<file path="config.mk">
export PLATFORM = sky130hd
export DESIGN_NAME = netdma_write_sequencer_flat
export DESIGN_NICKNAME = d
export VERILOG_FILES = /design/src/rtl/netdma_write_sequencer_pkg.sv /design/src/rtl/netdma_write_sequencer_if.sv /design/src/rtl/netdma_write_sequencer_watchdog.sv /design/src/rtl/netdma_write_sequencer.sv /design/src/flat_wrapper.sv
export SDC_FILE = /design/constraint.sdc
export NUM_CORES = 1
export LEC_CHECK = 0
export ABC_AREA = 1
export BUFFER_PORTS_ARGS = -buffer_cell sky130_fd_sc_hd__buf_2
export CORE_MARGIN = 2
export CORE_UTILIZATION = 47
export CTS_CLUSTER_SIZE = 40
export DETAILED_ROUTE_END_ITERATION = 12
export GPL_TIMING_DRIVEN = 0
export PLACE_DENSITY = 0.82
export SLEW_MARGIN = 10
export SYNTH_ARGS = -nofsm -noshare
export SYNTH_HDL_FRONTEND = slang
export SYNTH_SLANG_ARGS = --single-unit
</file>
<file path="constraint.sdc">
create_clock -name clk_i -period 1.7 [get_ports clk_i]
set_input_delay 0.34 -clock clk_i [delete_from_list [all_inputs] [get_ports clk_i]]
set_output_delay 0.34 -clock clk_i [all_outputs]
set_load 0.03 [all_outputs]
</file>
<file path="src/rtl/netdma_write_sequencer_pkg.sv">
// Shared types and constants for the netdma write sequencer: descriptor and
// write-master control/response records, flow_control encoding, the status
// record reported per transfer and the sequencer state enumeration.
package netdma_write_sequencer_pkg;

   // flow_control encoding seen by the write master
   localparam logic [1:0] FLOW_IDLE = 2'd0;
   localparam logic [1:0] FLOW_RUN  = 2'd1;
   localparam logic [1:0] FLOW_DONE = 2'd2;

   typedef struct packed {
      logic [15:0] bytecount;
   } control_field_t;

   typedef struct packed {
      logic [31:0]    address;
      control_field_t control_field;
   } descriptor_t;

   typedef struct packed {
      logic [1:0]  flow_control;
      descriptor_t descriptor;
   } master_control_t;

   typedef struct packed {
      logic [15:0] bytecount;
      logic        eop;
      logic        error;
   } master_response_t;

   typedef struct packed {
      logic [15:0] bytecount;
      logic        error;
      logic        aborted;
      logic        timeout;
      logic        empty_desc;
   } wr_status_t;

   typedef enum logic [2:0] {
      IDLE_S   = 3'd0,
      ARM_S    = 3'd1,
      RUN_S    = 3'd2,
      STOP_S   = 3'd3,
      REPORT_S = 3'd4
   } write_seq_state_t;

   // flow_control value the master must see while the sequencer sits in a state
   function automatic logic [1:0] flow_of_state(input write_seq_state_t state);
      logic [1:0] flow;
      case (state)
         RUN_S:   flow = FLOW_RUN;
         STOP_S:  flow = FLOW_DONE;
         default: flow = FLOW_IDLE;
      endcase
      return flow;
   endfunction

   // A descriptor shorter than one full stream word carries no beat to move
   function automatic logic desc_is_empty(input logic [15:0] bytecount,
                                          input int unsigned rem_width);
      return (bytecount >> rem_width) == 16'd0;
   endfunction

endpackage

</file>
<file path="src/rtl/netdma_write_sequencer_if.sv">
// Bundle of the descriptor, write-master and status handshakes around the
// write sequencer. The sequencer uses the master modport, its environment
// (descriptor FIFO, write master, status consumer) the slave modport.
interface netdma_write_sequencer_if;
   import netdma_write_sequencer_pkg::*;

   logic             desc_valid;
   descriptor_t      desc;
   logic             desc_ready;
   master_control_t  master_control;
   master_response_t master_response;
   logic             status_valid;
   wr_status_t       status;
   logic             status_ready;

   modport master (
      input  desc_valid, desc, master_response, status_ready,
      output desc_ready, master_control, status_valid, status
   );

   modport slave (
      output desc_valid, desc, master_response, status_ready,
      input  desc_ready, master_control, status_valid, status
   );

endinterface

</file>
<file path="src/rtl/netdma_write_sequencer_watchdog.sv">
// RUN-phase watchdog. Counts cycles while enable_i is high, restarts from
// zero on clear_i and flags expire_o on the TIMEOUT_CYCLES-th enabled cycle.
// The count holds at its last value so expire stays asserted until cleared.
// TIMEOUT_CYCLES == 0 removes the counter and ties expire_o low.
module netdma_watchdog #(
   parameter int TIMEOUT_CYCLES = 0
) (
   input  logic clk_i,
   input  logic rst_i,
   input  logic clear_i,
   input  logic enable_i,
   output logic expire_o
);

   generate
      if (TIMEOUT_CYCLES == 0) begin : g_off
         logic unused_s;
         assign unused_s = ^{clk_i, rst_i, clear_i, enable_i};
         assign expire_o = 1'b0;
      end else begin : g_on
         localparam int CW = ($clog2(TIMEOUT_CYCLES) < 1) ? 1 : $clog2(TIMEOUT_CYCLES);
         localparam logic [CW-1:0] LAST = CW'(TIMEOUT_CYCLES - 1);

         logic [CW-1:0] count_r;
         logic          at_last_s;

         assign at_last_s = (count_r == LAST);
         assign expire_o  = enable_i & at_last_s;

         // cycle counter: restart on clear, advance while enabled, hold at the last value
         always_ff @(posedge clk_i) begin
            if (rst_i) begin
               count_r <= '0;
            end else if (clear_i) begin
               count_r <= '0;
            end else if (enable_i && !at_last_s) begin
               count_r <= count_r + CW'(1'b1);
            end else begin
               count_r <= count_r;
            end
         end
      end
   endgenerate

endmodule

</file>
<file path="src/rtl/netdma_write_sequencer.sv">
// Write sequencer: takes one descriptor at a time from the descriptor FIFO,
// hands it to the netdma write master through flow_control (IDLE -> RUN ->
// optional DONE -> IDLE), collects the transfer result into a status record
// and counts completed descriptors. Handles abort and a RUN-phase watchdog.
module netdma_write_sequencer
   import netdma_write_sequencer_pkg::*;
#(
   parameter int DATA_WIDTH     = 64,
   parameter int TIMEOUT_CYCLES = 0,
   parameter int CNT_WIDTH      = 16
) (
   input  logic                       clk_i,
   input  logic                       rst_i,
   input  logic                       enable_i,
   input  logic                       abort_i,
   netdma_write_sequencer_if.master   bus,
   output logic                       busy_o,
   output logic [CNT_WIDTH-1:0]       done_cnt_o
);

   localparam int BYTES_NUM = DATA_WIDTH / 8;
   localparam int REM_WIDTH = $clog2(BYTES_NUM);
   localparam logic [CNT_WIDTH-1:0] CNT_ONE = {{(CNT_WIDTH-1){1'b0}}, 1'b1};

   write_seq_state_t       state_r;
   write_seq_state_t       state_s;
   descriptor_t            desc_r;
   descriptor_t            desc_s;
   wr_status_t             status_r;
   wr_status_t             status_s;
   logic                   first_run_r;
   logic [1:0]             flow_r;
   logic                   status_valid_r;
   logic                   busy_r;
   logic [CNT_WIDTH-1:0]   done_cnt_r;
   logic                   desc_ready_s;
   logic                   done_inc_s;
   logic                   wd_clear_s;
   logic                   wd_enable_s;
   logic                   expire_s;

   // The watchdog restarts in ARM_S so it reads zero on the first RUN cycle
   assign wd_clear_s  = (state_r == ARM_S);
   assign wd_enable_s = (state_r == RUN_S);

   netdma_watchdog #(
      .TIMEOUT_CYCLES (TIMEOUT_CYCLES)
   ) u_watchdog (
      .clk_i    (clk_i),
      .rst_i    (rst_i),
      .clear_i  (wd_clear_s),
      .enable_i (wd_enable_s),
      .expire_o (expire_s)
   );

   // next state, descriptor/status capture and handshake strobes
   always_comb begin
      state_s      = state_r;
      desc_s       = desc_r;
      status_s     = status_r;
      desc_ready_s = 1'b0;
      done_inc_s   = 1'b0;
      case (state_r)
         IDLE_S: begin
            // desc_ready is combinational; it is held low while reset is applied
            if (enable_i && bus.desc_valid && !status_valid_r && !rst_i) begin
               desc_ready_s = 1'b1;
               desc_s       = bus.desc;
               status_s     = '0;
               if (desc_is_empty(bus.desc.control_field.bytecount, REM_WIDTH)) begin
                  status_s.empty_desc = 1'b1;
                  state_s             = REPORT_S;
               end else begin
                  state_s = ARM_S;
               end
            end else begin
               state_s = IDLE_S;
            end
         end
         ARM_S: begin
            // one IDLE cycle so the master sees a clean rising edge of run
            state_s = RUN_S;
         end
         RUN_S: begin
            // the master reloads its counters on the first RUN edge, so its response is ignored then
            if (first_run_r) begin
               state_s = RUN_S;
            end else if (bus.master_response.eop || bus.master_response.error) begin
               status_s.bytecount = bus.master_response.bytecount;
               status_s.error     = bus.master_response.error;
               state_s            = REPORT_S;
            end else if (abort_i) begin
               status_s.aborted = 1'b1;
               state_s          = STOP_S;
            end else if (expire_s) begin
               status_s.timeout = 1'b1;
               state_s          = STOP_S;
            end else begin
               state_s = RUN_S;
            end
         end
         STOP_S: begin
            // partial count as reported by the master while it sees DONE
            status_s.bytecount = bus.master_response.bytecount;
            state_s            = REPORT_S;
         end
         REPORT_S: begin
            if (bus.status_ready) begin
               done_inc_s = 1'b1;
               state_s    = IDLE_S;
            end else begin
               state_s = REPORT_S;
            end
         end
         default: begin
            state_s = IDLE_S;
         end
      endcase
   end

   // state, captured records and registered outputs
   always_ff @(posedge clk_i) begin
      if (rst_i) begin
         state_r        <= IDLE_S;
         desc_r         <= '0;
         status_r       <= '0;
         first_run_r    <= 1'b0;
         flow_r         <= FLOW_IDLE;
         status_valid_r <= 1'b0;
         busy_r         <= 1'b0;
         done_cnt_r     <= '0;
      end else begin
         state_r        <= state_s;
         desc_r         <= desc_s;
         status_r       <= status_s;
         first_run_r    <= (state_r == ARM_S);
         flow_r         <= flow_of_state(state_s);
         status_valid_r <= (state_s == REPORT_S);
         busy_r         <= (state_s != IDLE_S);
         if (done_inc_s) begin
            done_cnt_r <= done_cnt_r + CNT_ONE;
         end else begin
            done_cnt_r <= done_cnt_r;
         end
      end
   end

   assign bus.desc_ready     = desc_ready_s;
   assign bus.master_control = {flow_r, desc_r};
   assign bus.status_valid   = status_valid_r;
   assign bus.status         = status_r;
   assign busy_o             = busy_r;
   assign done_cnt_o         = done_cnt_r;

endmodule
</file>
<file path="src/flat_wrapper.sv">
// flat-port wrapper written by rule: the top's interface ports become plain ports
module netdma_write_sequencer_flat import netdma_write_sequencer_pkg::*;
#(
   parameter int DATA_WIDTH     = 64,
   parameter int TIMEOUT_CYCLES = 0,
   parameter int CNT_WIDTH      = 16
)
  (clk_i, rst_i, enable_i, abort_i, busy_o, done_cnt_o, bus_desc_valid, bus_desc, bus_master_response, bus_status_ready, bus_desc_ready, bus_master_control, bus_status_valid, bus_status);
  netdma_write_sequencer_if bus_i ();
  input  logic clk_i;
  input  logic rst_i;
  input  logic enable_i;
  input  logic abort_i;
  output logic busy_o;
  output logic [CNT_WIDTH-1:0] done_cnt_o;
  input wire logic [$bits(bus_i.desc_valid)-1:0] bus_desc_valid;
  input wire logic [$bits(bus_i.desc)-1:0] bus_desc;
  input wire logic [$bits(bus_i.master_response)-1:0] bus_master_response;
  input wire logic [$bits(bus_i.status_ready)-1:0] bus_status_ready;
  output wire logic [$bits(bus_i.desc_ready)-1:0] bus_desc_ready;
  output wire logic [$bits(bus_i.master_control)-1:0] bus_master_control;
  output wire logic [$bits(bus_i.status_valid)-1:0] bus_status_valid;
  output wire logic [$bits(bus_i.status)-1:0] bus_status;
  assign bus_i.desc_valid = bus_desc_valid;
  assign bus_i.desc = bus_desc;
  assign bus_i.master_response = bus_master_response;
  assign bus_i.status_ready = bus_status_ready;
  assign bus_desc_ready = bus_i.desc_ready;
  assign bus_master_control = bus_i.master_control;
  assign bus_status_valid = bus_i.status_valid;
  assign bus_status = bus_i.status;
  netdma_write_sequencer #(.DATA_WIDTH(DATA_WIDTH), .TIMEOUT_CYCLES(TIMEOUT_CYCLES), .CNT_WIDTH(CNT_WIDTH)) u_core (.clk_i(clk_i), .rst_i(rst_i), .enable_i(enable_i), .abort_i(abort_i), .bus(bus_i), .busy_o(busy_o), .done_cnt_o(done_cnt_o));
endmodule
</file>
==> flow_summary_export.csv <==
group,metric,value,unit
critical_path,rr_endpoint,"u_core.done_cnt_o[12]",
clock_tree,insertion_delay,0.35,ns
sta,slew_headroom,0.655,
routing,drt-initial-drc-count,143,
sta,setup_violations,0,
die,fp.dieW,90.8,um
clock_tree,cts.sinks,91,
sta,slew_viol_final,0,
routing,drc_errors,0,
critical_path,ff2ff_path_depth,7,
yosys,ys_ff_latch,91,
yosys,synth_flop_cell,"dfxtp_1",
critical_path,cp_data_required_time,1.36,ns
yosys,yosys.area.top_type,"dfxtp_1",
yosys,synthXorXnorAreaFrac,0.00247,
yosys,synth_mux_area_frac,0,
grt,grt_pass1_vias,3585,
layout,syn_to_final_growth,32.3,%
die,start_util,0.486,
routing,dr.pass1.iters,4,
die,rows,31,
grt,antenna_found_initial,0,
critical_path,crit_slowest_cell,"dfxtp_1",
sta,period_needed,1.63,ns
routing,antenna_left,0,
power,powerDensity,866,nW/um^2
sta,tightest_slew,0.518,ns
die,die_area,8250,um^2
yosys,yosys_warnings,0,
yosys,syn_inst,478,
yosys,yosysUniqueCellTypes,26,
routing,wire_per_inst,12.1,um
clock_tree,numCtsBuffers,9,
grt,grt_max_degree,19,
flow_run,drv_cap,0,
sta,rsz0062_at_grt,"false",
place,placedCellCount,736,
layout,nets,723,
power,ir_drop,0.505,mV
grt,track_usage,0.228,
sta,finalHoldViolCount,0,
yosys,ys_async_sr_fraction,0,
yosys,synth_area_per_cell,7.41,um^2
layout,drive_gt1_frac,0.311,
critical_path,arrival,1.29,ns
yosys,syn_nets,551,
yosys,syn_area,3540,um^2
routing,vias_per_cell,4.86,
clock_tree,htree_levels,3,
power,power.leakage,2.33,nW
die,ios,161,
yosys,synth.top_cell.area_share,0.514,
clock_tree,cts_root_buf,"clkbuf_8",
critical_path,slowest_delay,0.35,ns
grt,grt-ovfl-total,0,
critical_path,critPathLaunchType,"flip-flop",
routing,vias,3661,
clock_tree,cts_tree,"done",
yosys,synth_top_family_by_area,"simple AND/OR/NAND/NOR gates",
place,place.gp.congestion,0.862,
layout,diodes,0,
clock_tree,holdBufCountCts,0,
critical_path,worstReg2RegStart,"u_core.done_cnt_o[1]",
worst_hold_path,hp-class,"input port to flip-flop",
critical_path,path_cells,"nor2_2, nand3_2, nor2_4, buf_8, buf_6",
routing,routed_wl,9130,um
yosys,synthSimpleGateAreaFrac,0.285,
power,total_power,4.06,mW
yosys,synthAdderAreaFrac,0.00353,
place,numPortBuffers,159,
clock_tree,clk_pin_slew,0.09,ns
yosys,synth-edff-count,0,
critical_path,reg2reg_slack,0.18,ns
clock_tree,clockBufferDepth,2,
yosys,ys_seq_area_frac,0.514,
run_status,status,"complete, no violations",
critical_path,crit_fanout,2,
place,dp_hpwl,6990,um
sta,maxClockFrequency,613,MHz
die,die_h,90.8,um
critical_path,end_kind,"output pin",
critical_path,endpoint,"bus_desc_ready",
critical_path,crit_type,"flip-flop to output pin",
yosys,ys_top_cells_by_area,"dfxtp_1, nor2_1, nand2_1",
die,core-area,7290,um^2
critical_path,startpoint,"u_core.bus.status_valid",
layout,instances_no_fill,754,
sta,fin_worst_skew,0.0138,ns
yosys,synth_compound_area_frac,0.129,
grt,grt_pass1_wl,15700,um
sta,fin_crit_sh,0.959,
area by class of cell:
cell class | instances | area, um^2
multi-input cells | 332 | 1500
inverters | 33 | 124
well taps | 99 | 124
flip-flops and latches | 91 | 1820
repair buffers | 162 | 825
plain buffers | 21 | 111
fillers | 670 | 2600
clock inverters | 5 | 37.5
clock buffers | 11 | 141
layer usage:
layer,track usage,part of all wire,vias up
met2,0.402,0.48,142
met4,0.0770,0.011,0
met3,0.0593,0.090,9
li1,-,-,1873
met5,0,0,-
met1,0.270,0.41,1637
synthesized netlist by cell type (2+ instances only):
library cell / n
inv_1: 30
a21oi_1: 37
nand2_4: 2
nor2_1: 114
nor3_1: 6
buf_4: 2
nor2_4: 4
clkbuf_1: 14
nand4_1: 6
nand2_2: 2
o21ai_0: 53
inv_2: 3
nand2_1: 81
nand3_2: 2
buf_2: 5
dfxtp_1: 91
nand3_1: 17
registers in the layout, indices dropped and copies added, names as in the netlist:
register / flops
u_core.bus.master_control: 48
u_core.bus.status: 19
u_core.bus.status_valid: 1
u_core.busy_o: 1
u_core.done_cnt_o: 16
u_core.first_run_r: 1
u_core.flow_r: 2
u_core.state_r: 3
kinds of logic (layout without fill, tap and decap cells):
kind of cell,after synthesis,in the layout
AND/OR/NAND/NOR,238,238
AO/OA/AOI/OAI,91,91
flip-flops,91,91
XOR/XNOR,1,1
other,1,1
adder cells (fa/ha/maj),1,1
buffers and inverters,55,232
where the power goes:
group | switching [mW] | total [mW] | leakage [nW] | internal (mW)
Combinational | 0.334 | 0.507 | 1.51 | 0.173
Clock | 0.742 | 1.32 | 0.0859 | 0.578
Sequential | 0.0345 | 2.23 | 0.740 | 2.20
Total | 1.11 | 4.06 | 2.33 | 2.95
repair_timing:
item,4_1_cts,5_1_grt
pin swaps,2,0
setup endpoints to repair,1,14
cloned,0,0
hold endpoints to repair,0,0
gates resized for setup,7,6
buffers inserted,3,0
stage by stage:
stage	setup TNS [ns]	instance area [um^2]	hold slack, ns	util	setup WS, ns
6_report	0	4690	0.212	0.643	0.0689
5_1_grt	0	4690	0.202	0.643	0.0000840
4_1_cts	0	4680	0.198	0.642	0.0399
3_5_place_dp	-0.291	4460	0.454	0.612	-0.291
3_3_place_gp	-0.287	4460	0.448	0.612	-0.287
2_1_floorplan	0	3540	0.475	-	0.0620
layout by cell type (no fill, tap or decap), drive strengths merged:
cell type  netlist  routed
nand4            6       6
inv             33      34
or2              1       1
and3             1       1
o21bai           1       1
conb             1       1
o21ai           53      53
clkbuf          14      25
clkinvlp         0       2
buf              8     169
xor2             1       1
nor2           118     118
nand3           19      19
dfxtp           91      91
nor3b            1       1
nor3             6       6
nor4             1       1
nand2           85      85
ha               1       1
clkinv           0       2
a21oi           37      37
critical path, delay by kind of cell (launching register included):
kind	cells	cell delay, ns
and+or+nand+nor	3	0.38
buffers and inverters	2	0.22
DFF	1	0.35
worst min-delay path by stage:
| stage | startpoint | to | slack [ns] | cells past startpoint |
|---|---|---|---|---|
| final | bus_desc[41] | u_core.bus.master_control[41] | 0.21 | 3 |
| after global routing | bus_desc[2] | u_core.bus.master_control[2] | 0.20 | 3 |
| after CTS | bus_desc[41] | u_core.bus.master_control[41] | 0.20 | 3 |
| after detailed placement | u_core.bus.status[16] | u_core.bus.status[16] | 0.45 | 2 |
| after global placement | u_core.bus.status[19] | u_core.bus.status[19] | 0.45 | 2 |
| after floorplan | bus_desc[0] | u_core.bus.master_control[0] | 0.47 | 2 |
No activity file was read; power rests on OpenSTA's default activity.
